==> src/rtl/mips_pkg.sv <==
// rtl/mips_pkg.sv - shared state, opcode and ALUOp encodings for the MIPS32 control sequencer
package mips_pkg;

    typedef enum logic [2:0] {
        S_FETCH  = 3'd0,
        S_DECODE = 3'd1,
        S_EXEC   = 3'd2,
        S_MEM    = 3'd3,
        S_WB     = 3'd4
    } state_e;

    localparam logic [5:0] OP_RTYPE = 6'b000000;
    localparam logic [5:0] OP_LW    = 6'b100011;
    localparam logic [5:0] OP_SW    = 6'b101011;
    localparam logic [5:0] OP_BEQ   = 6'b000100;

    localparam logic [1:0] ALU_ADD   = 2'b00;
    localparam logic [1:0] ALU_SUB   = 2'b01;
    localparam logic [1:0] ALU_FUNCT = 2'b10;

    function automatic logic op_is_legal(input logic [5:0] op);
        return (op == OP_RTYPE) || (op == OP_LW) || (op == OP_SW) || (op == OP_BEQ);
    endfunction

endpackage

==> src/rtl/mips_ctrl_fsm.sv <==
// rtl/mips_ctrl_fsm.sv - multi-cycle FETCH/DECODE/EXEC/MEM/WB control sequencer for the MIPS32 datapath
module mips_ctrl_fsm
    import mips_pkg::*;
#(
    parameter int CNT_W = 32
) (
    input  logic             clk,
    input  logic             rst_n,
    input  logic [5:0]       opcode,
    input  logic             zero,
    input  logic             mem_ready,
    output logic             pc_en,
    output logic             ir_en,
    output logic             alu_src,
    output logic [1:0]       alu_op,
    output logic             mem_to_reg,
    output logic             mem_rd,
    output logic             mem_wr,
    output logic             reg_wr,
    output logic             pc_src,
    output logic             illegal,
    output logic [CNT_W-1:0] retired
);

    state_e           state_q;
    logic [5:0]       op_q;
    logic [CNT_W-1:0] retired_q;

    always_ff @(posedge clk or negedge rst_n) begin
        if (!rst_n) begin
            state_q   <= S_FETCH;
            op_q      <= '0;
            retired_q <= '0;
        end else begin
            case (state_q)
                S_FETCH: state_q <= S_DECODE;
                S_DECODE: begin
                    op_q    <= opcode;
                    state_q <= op_is_legal(opcode) ? S_EXEC : S_FETCH;
                end
                S_EXEC: begin
                    if (op_q == OP_BEQ) begin
                        state_q   <= S_FETCH;
                        retired_q <= retired_q + CNT_W'(1);
                    end else if (op_q == OP_LW || op_q == OP_SW) begin
                        state_q <= S_MEM;
                    end else begin
                        state_q <= S_WB;
                    end
                end
                S_MEM: begin
                    if (mem_ready) begin
                        if (op_q == OP_SW) begin
                            state_q   <= S_FETCH;
                            retired_q <= retired_q + CNT_W'(1);
                        end else begin
                            state_q <= S_WB;
                        end
                    end
                end
                S_WB: begin
                    state_q   <= S_FETCH;
                    retired_q <= retired_q + CNT_W'(1);
                end
                default: state_q <= S_FETCH;
            endcase
        end
    end

    // Strobes are gated by rst_n so a mid-instruction reset silences them asynchronously.
    always_comb begin
        pc_en      = 1'b0;
        ir_en      = 1'b0;
        alu_src    = 1'b0;
        alu_op     = ALU_ADD;
        mem_to_reg = 1'b0;
        mem_rd     = 1'b0;
        mem_wr     = 1'b0;
        reg_wr     = 1'b0;
        pc_src     = 1'b0;
        illegal    = 1'b0;
        if (rst_n) begin
            case (state_q)
                S_FETCH: begin
                    ir_en = 1'b1;
                    pc_en = 1'b1;
                end
                S_DECODE: illegal = !op_is_legal(opcode);
                S_EXEC: begin
                    if (op_q == OP_BEQ) begin
                        alu_op = ALU_SUB;
                        pc_en  = zero;
                        pc_src = zero;
                    end else if (op_q == OP_LW || op_q == OP_SW) begin
                        alu_op  = ALU_ADD;
                        alu_src = 1'b1;
                    end else begin
                        alu_op = ALU_FUNCT;
                    end
                end
                S_MEM: begin
                    alu_op  = ALU_ADD;
                    alu_src = 1'b1;
                    mem_rd  = (op_q == OP_LW);
                    mem_wr  = (op_q == OP_SW);
                end
                S_WB: begin
                    reg_wr     = 1'b1;
                    mem_to_reg = (op_q == OP_LW);
                end
                default: ;
            endcase
        end
    end

    assign retired = retired_q;

endmodule

==> config.mk <==
export PLATFORM = sky130hd
export DESIGN_NAME = mips_ctrl_fsm
export DESIGN_NICKNAME = d
export VERILOG_FILES = /design/src/rtl/mips_pkg.sv /design/src/rtl/mips_ctrl_fsm.sv
export SDC_FILE = /design/constraint.sdc
export NUM_CORES = 1
export LEC_CHECK = 0
export CAP_MARGIN = 20
export CORE_AREA = 2 2 74 62
export CTS_CLUSTER_DIAMETER = 150
export CTS_CLUSTER_SIZE = 28
export DETAILED_ROUTE_END_ITERATION = 12
export DIE_AREA = 0 0 76 64
export PLACE_DENSITY = 0.88
export SYNTH_ARGS = -nofsm -noshare
export SYNTH_HDL_FRONTEND = slang
export SYNTH_SLANG_ARGS = --single-unit
==> constraint.sdc <==
create_clock -name clk -period 6.3 [get_ports clk]
set_input_delay 0.945 -clock clk [delete_from_list [all_inputs] [get_ports clk]]
set_output_delay 0.945 -clock clk [all_outputs]
set_load 0.01 [all_outputs]
==> metrics.txt <==
status=finished, final reports clean; setup ws final=2.46 ns; YS warnings=0; CTS Root Cell=clkbuf_8; Core Rows=21; largest net degree at the start of global routing=45; fmax=0.261 GHz; most numerous cell in the Yosys netlist=dfrtp_1; r2r setup slk=3.99 ns; Max Root-Sink Buffers=2; number of H-tree levels=2; clock slew at reported path FFs=0.07 ns; endpoints failing setup=0; fin cells=308; max incr delay on CP=0.69 ns; Iteration-0 DRC Markers=96; synth cell count leaders=dfrtp_1, nand2_1, nor2_1; Crit path max-delay family=buffers and inverters; DRC=0; fin crit period=3.84 ns; antenna-violating nets left=0; Avg Cell Area, Syn=10.7 um2; number of synthesized register bits=41; FFs w/ async S/R, synth=100%; RR Endpoint=retired[6]; Fin Hold WS=0.489 ns; Max stage delay cell, worst path=buf_2; Final Wtd Congestion=0.785; hold path depth=1; Netlist cell types=37; P per Cell Area=252 nW/um2; GR Overflow Total=0; Synthesized Nets=206; Post-CTS Setup Repair Bufs=0; worst-case reg-to-reg path depth=5; I/O Pins=53; max_cap viols=0; DIE AREA=4860 um2; post-CTS sizing=0; Yosys top cell area share=49.2%; crit path kind=primary input to primary output; die height=64 um; post-synth top area cell=dfrtp_1; hpwl dp=3320 um; Synth area leaders=dfrtp_1, xor2_1, xnor2_1; crit-path cells=buf_2 -> nand2_1 -> nor2_1 -> and3_1 -> or2_2 -> clkdlybuf4s50_1; first-pass GRT wire length=7760 um; P_leak=1.23 nW; Slew HR=38.3%; Layout Nets=262; clk_skew=0.00260 ns; Slew Viols, Final=0; HP Class=flop to flop; routed vias=1674; CP max FO=44; vias in the first global route=1622; HP Start=retired[31]; Peak VDD IR=0.150 mV; Setup crit start kind=primary input; RSZ-0062 raised after global routing=no; GRT Total Usage=19.7%; Place WS=2.40 ns; Cells after Synth=195; initial antenna violation count=0; worst path arrival time=2.89 ns; drt wl/cell=14.6 um; final core utilization=67.9%; Final Hold Violating Endpoints=0; CTS tree=built; CTS Buf Count=5; ant diodes=0; Buf+Inv Stages, Crit Path=2; routed wire length=4500 um; Area Overhead vs Synth=32.6%; CTS Hold Buffers Added=0; placed cell count=301; initial core utilization=51.2%; sequential share of the synthesized area=49.2%; WHS Endpoint=retired[31]; period utilisation layout=60.9%; die width=76 um; CTS Sinks=41; vias per cell=5.44; CP Data Required Time=5.35 ns; Final TNS setup=0 ns; Post-synth EDFFs=0; share of cells above drive strength 1=9.56%; Layout fillers=319; core area=4070 um2; Worst Tran Pin Value=0.925 ns; drt first pass iters=4; Mapped Area=2080 um2; Critical Path Sink Type=primary output; PortBufs=52; Top FF cell, synth=dfrtp_1; R2R Path Start=op_q[0]; clk_lat worst skew=0.29 ns
==> cell families (layout without fill, tap and decap cells) <==
| kind of cell | Yosys count | in the layout | share of synthesized area (%) |
|---|---|---|---|
| compound gates | 13 | 13 | 6.24 |
| xor+xnor | 31 | 31 | 13.0 |
| fa+ha+maj | 1 | 1 | 0.600 |
| buf+inv | 6 | 62 | 1.08 |
| flops | 41 | 41 | 49.2 |
| mux | 7 | 7 | 3.72 |
| simple gates | 96 | 96 | 26.1 |
==> registers in the layout, indices dropped and copies added, names as in the netlist <==
register	flops
retired	32
state_q	3
op_q	6
==> stage by stage <==
| step | power [W] | instance area, um2 |
|---|---|---|
| final | 0.000696 | 2760 |
| after global routing | 0.000732 | 2760 |
| after CTS | 0.000700 | 2760 |
| after detailed placement | 0.000499 | 2660 |
| after global placement | 0.000493 | 2660 |
| after floorplan | 0.000436 | 2080 |
==> layout make-up <==
| class | count | area [um2] | area share [%] |
|---|---|---|---|
| multi-input combinational | 148 | 1040 | 37.5 |
| inverter | 3 | 11.3 | 0.407 |
| timing repair buffer | 52 | 515 | 18.7 |
| clock buffer | 5 | 68.8 | 2.49 |
| sequential | 41 | 1030 | 37.1 |
| clock inverter | 2 | 35.0 | 1.27 |
| tap | 57 | 71.3 | 2.58 |
==> power by group <==
part | switching [W] | internal [W] | total, W | leakage [nW]
combinational | 0.0000762 | 0.0000788 | 0.000155 | 0.627
clock | 0.0000871 | 0.000115 | 0.000202 | 0.0540
sequential | 0.0000436 | 0.000295 | 0.000338 | 0.547
==> per-layer routing <==
metal / track usage (%) / vias up / part of all wire, %
met1: 26.8 / 825 / 47
met5: 0 / - / 0
met3: 3.25 / 5 / 4.6
met4: 6.36 / 0 / 1.0
met2: 32.5 / 44 / 48
li1: - / 800 / -
==> cells in the final DEF (no fill, tap or decap), types with 2 or more instances in the layout <==
cell and n:
a21oi_1 5, and3_1 5, and4_1 3, clkbuf_8 5, clkdlybuf4s50_1 51, dfrtp_1 41, inv_1 3, mux2_2 6
nand2_1 20, nand2b_1 4, nand3_1 7, nand3b_1 2, nand4_1 5, nor2_1 20, nor3_1 8, nor3b_1 4
nor4_1 6, o211ai_1 2, o21ai_0 2, or2_2 2, xnor2_1 12, xor2_1 19
==> worst max-delay path by stage <==
stage | cells past startpoint | slack [ns] | to | start
floorplan | 5 | 3.58 | mem_rd | op_q[4]
global placement | 6 | 2.45 | pc_en | rst_n
detailed placement | 6 | 2.40 | pc_en | rst_n
CTS | 6 | 2.40 | pc_en | rst_n
global route | 6 | 2.18 | pc_en | rst_n
finish | 6 | 2.46 | pc_en | rst_n
No activity file was read; power rests on OpenSTA's default activity.
==> edit 1, RTL diff (same flow settings) <==
Encoding of `state_e`: now Gray code (3 bits for 5 states).
--- a/src/rtl/mips_pkg.sv
+++ b/src/rtl/mips_pkg.sv
@@ -2,11 +2,11 @@
 package mips_pkg;
 
     typedef enum logic [2:0] {
-        S_FETCH  = 3'd0,
-        S_DECODE = 3'd1,
-        S_EXEC   = 3'd2,
-        S_MEM    = 3'd3,
-        S_WB     = 3'd4
+        S_FETCH  = 3'b000,
+        S_DECODE = 3'b001,
+        S_EXEC   = 3'b011,
+        S_MEM    = 3'b010,
+        S_WB     = 3'b110
     } state_e;
 
     localparam logic [5:0] OP_RTYPE = 6'b000000;
Check against the original RTL: no difference found for any inputs over 10 cycles, from zero or initial values and one cycle with rst_n low; not proved beyond that.
==> edit 1 against the original RTL <==
Non-clock buffer count unchanged. Register-to-register slack improved by 0.03 ns. Sequential power increased by 7.4%. Wire length fell by 0.27%. Largest power group unchanged. Synthesized area up 1.1%. Sequential cell count is the same. Power grew 4.7%. Design area decreased by 0.32%. Setup slack worse by 0.0015 ns.
==> edit 1: results <==
[grt]
grt_pass1_wl_microns = 7450
first_global_vias = 1594
use_met3_pct = 5.23
met1_usage_pct = 24.6
grtUsageTotal_pct = 19.2
grt_max_degree = 46
gr-usage-met2_pct = 31.1

[clock_network]
h-tree-depth = 2
clockBufferDepth = 2
root_buffer = clkbuf_8

[place]
gp_congestion = 0.855
placed_cell_area_sq_um = 2680
dpl.hpwl_microns = 3250

[routing]
via_per_inst = 5.46
drt_first_iter_violations = 113
wl_microns = 4480

[sta]
relSlewSlack_pct = 37.1
clock_skew_ns = 0.00666

[logic_synthesis]
synthTopCellsByCount = 41 x dfrtp_1, 19 x nand2_1, 16 x xnor2_1, 15 x xor2_1, 14 x nor3_1
synth.area.top_cells = dfrtp_1 49%, xnor2_1 6.7%, xor2_1 6.2%
synthArstFlopShare_pct = 100
synth_ff_type = dfrtp_1
ys_seq_area_share_pct = 48.7
syn_nets = 211

[layout]
drive_above_1_share_pct = 9.38
n_antenna_cell = 0
fin_nets = 266

[run_status]
status = finished, final reports clean

[power_and_ir_drop]
leakage_uw = 0.00115
intPower_uw = 488
ir_drop_v = 0.000186

[worst_setup_path]
crit_fanout = 45
arrival_ns = 2.90
## edit 1: logic make-up (layout without fill, tap and decap cells)
family	count (synthesis)	after routing	synth area share [%]
and+or+nand+nor	104	104	29.5
xor gates and xnor gates	31	31	12.9
DFF	41	41	48.7
adders and majority gates	1	1	0.594
AOI/OAI and AO/OA	8	8	3.33
buffers and inverters	9	65	1.78
muxes	6	6	3.21
## edit 1: final timing paths
check | slack, ns | startpoint | end | depth (start not counted)
min | 0.47 | retired[31] | retired[31] | 1
max reg2reg | 4.02 | op_q[3] | retired[15] | 5
max | 2.46 | rst_n | mem_to_reg | 5
min in group asynchronous | 0.80 | rst_n | op_q[1] | 1
max in group asynchronous | 4.91 | rst_n | retired[30] | 1
min reg2reg | 0.47 | retired[31] | retired[31] | 1
## edit 1: layer usage
metal	wire, microns	part of all wire (%)
met1	2020	45
met2	2110	47
met3	302	6.7
met4	51	1.1
met5	0	0
## edit 1: area by class of cell
| type | count | area (sq um) |
|---|---|---|
| Tap cell | 57 | 71.3 |
| Sequential cell | 41 | 1030 |
| Inverter | 5 | 18.8 |
| Fill cell | 339 | 1320 |
| Timing Repair Buffer | 52 | 515 |
| Clock buffer | 8 | 80.1 |
| Multi-Input combinational cell | 150 | 1040 |
## edit 1: power groups by stage
| stage | clock network (uW) | logic [uW] | registers [uW] |
|---|---|---|---|
| 5_1_grt | 175 | 221 | 370 |
| 6_report | 160 | 205 | 363 |
| 2_1_floorplan | 0 | 150 | 348 |
| 3_3_place_gp | 0 | 201 | 365 |
| 4_1_cts | 166 | 207 | 362 |
| 3_5_place_dp | 0 | 206 | 367 |
## edit 1: per-stage QoR
step	setup WS (ns)	hold WS (ns)	cells	utilization, %	power (uW)
6_report	2.46	0.467	313	67.6	728
2_1_floorplan	3.42	0.486	200	-	497
5_1_grt	2.16	0.479	313	67.6	766
3_3_place_gp	2.48	0.457	305	65.7	566
4_1_cts	2.38	0.473	313	67.6	735
3_5_place_dp	2.39	0.460	305	65.7	573
==> edit 2, RTL diff (config.mk and constraints unchanged) <==
Made on the original files. Change the parameter `CNT_W` from 32 to 40.
--- a/src/rtl/mips_ctrl_fsm.sv
+++ b/src/rtl/mips_ctrl_fsm.sv
@@ -2,7 +2,7 @@
 module mips_ctrl_fsm
     import mips_pkg::*;
 #(
-    parameter int CNT_W = 32
+    parameter int CNT_W = 40
 ) (
     input  logic             clk,
     input  logic             rst_n,
Interface: changed (resized retired); port bits go from 53 to 61. The function was not compared with the original's and may differ.
==> edit 2 against the original RTL <==
Hold slack lost 0.015 ns. Core utilization grew 12 points. Setup slack gained 0.15 ns. Power grew 21%. Wire length grew 21%. Sequential cell count grew 8. Design area grew 18%. Register-to-register slack lost 0.02 ns. Synthesized area grew 21%.
==> edit 2: results <==
[hold_path]
hp-start = retired[39]
hold_class = reg -> reg
min_to = retired[39]
hold_depth = 1

[grt]
antenna_found_initial = 0
grtUsageTotal_pct = 23.7
first_global_vias = 1954
grt_max_degree = 56
grt_pass1_wl_microns = 9210

[power_and_ir_drop]
leakage_uw = 0.00143
ir_drop_v = 0.000219

[logic_synthesis]
synth_ff_type = dfrtp_1
yosys.cell_types.count = 43
synthAdderAreaFrac_pct = 0.495
synth_compound_area_share_pct = 5.00
synth-xor-area-share_pct = 13.5
ys_seq_area_share_pct = 48.5
synth.area.top_cells = dfrtp_1 48%, xor2_1 9.4%, xnor2_1 4.2%
synthMuxAreaShare_pct = 2.67
ys_warn_count = 0
syn_nets = 248
synthArstFlopShare_pct = 100
synthTopCellsByCount = 49 x dfrtp_1, 27 x xor2_1, 22 x nor2_1, 18 x nor3_1, 16 x nand2_1

[worst_setup_path]
r2r_cells = 5
cp_slowest_cell = or4_1
reg2reg_to = retired[35]
crit_fanout = 3
arrival_ns = 2.75
reg2reg_slack_ns = 3.97
cpPeakStageDelay_ns = 0.52
worstReg2RegStart = retired[14]

[clock_network]
clk-insertion-delay-late_ns = 0.31
cts_buffers = 5
clockBufferDepth = 2
post_cts_buffers = 0
h-tree-depth = 2
clk_pin_slew_worst_paths_ns = 0.09
cts_resized = 0
root_buffer = clkbuf_8

[routing]
wl_microns = 5430
drt_pass1_iterations = 4
via_per_inst = 5.62
drt_first_iter_violations = 134

[place]
dpl.hpwl_microns = 3970
place_ws_ns = 2.61
io_buffers = 60
gp_congestion = 0.763

[sta]
clock_skew_ns = 0.00850
worst_pin_slew_ns = 0.874

[layout]
largest_register_ffs = 40
fin_nets = 312
drive_above_1_share_pct = 10.6
n_antenna_cell = 0
num-fill-cells = 290

[run_status]
status = finished, final reports clean
edit 2: changes by cell type in the layout (fill, tap and decap cells not counted), moves of 3 or more:
cell / change
nand4_1: +6
nand2_1: -4
nand3_1: +5
nor3_1: +10
nor4_1: -4
clkdlybuf4s50_1: +8
nand2b_1: -3
inv_1: +7
xor2_1: +8
dfrtp_1: +8
a21oi_1: -3
edit 2: worst max path at each step:
stage / from / end / slack [ns]
floorplan: opcode[1] / illegal / 3.54
global placement: opcode[1] / illegal / 2.65
detailed placement: opcode[1] / illegal / 2.61
CTS: opcode[1] / illegal / 2.60
global route: op_q[2] / mem_rd / 2.49
finish: opcode[1] / illegal / 2.61
edit 2: stage by stage:
stage	power [uW]	hold slack [ns]	util, %	instance area [sq um]	cells
4_1_cts	842	0.474	80.3	3270	359
3_3_place_gp	643	0.468	77.9	3170	351
6_report	840	0.473	80.3	3270	359
5_1_grt	885	0.517	80.3	3270	359
2_1_floorplan	554	0.486	-	2530	237
3_5_place_dp	651	0.460	77.9	3170	351
edit 2: area by class of cell:
type	instances	area share, %
clock buffers	6	2.53
well taps	57	2.18
multi-input cells	173	37.5
inverters	10	1.15
clock inverters	2	0.421
repair buffers	62	18.7
flip-flops and latches	49	37.5
edit 2: metal layers:
layer,track usage (%),vias up,wire length (microns)
li1,-,959,-
met1,31.2,992,2470
met2,39.4,57,2630
met3,4.24,8,251
met4,9.55,0,78
met5,0,-,0
edit 2: report_power, final:
part	internal [uW]	switching, uW
registers	355	59.6
logic	119	112
clock network	89.1	105
edit 2: cells by family after synthesis:
kind of cell | count (synthesis)
AO/OA/AOI/OAI | 14
XOR/XNOR | 39
adder cells (fa/ha/maj) | 1
buffers and inverters | 15
flip-flops | 49
multiplexers | 6
AND/OR/NAND/NOR | 113
edit 2: critical path: cells and delay by family:
kind / cells / cell delay [ns]
buffers and inverters: 2 / 0.91
and+or+nand+nor: 2 / 0.69
AOI/OAI and AO/OA: 1 / 0.20
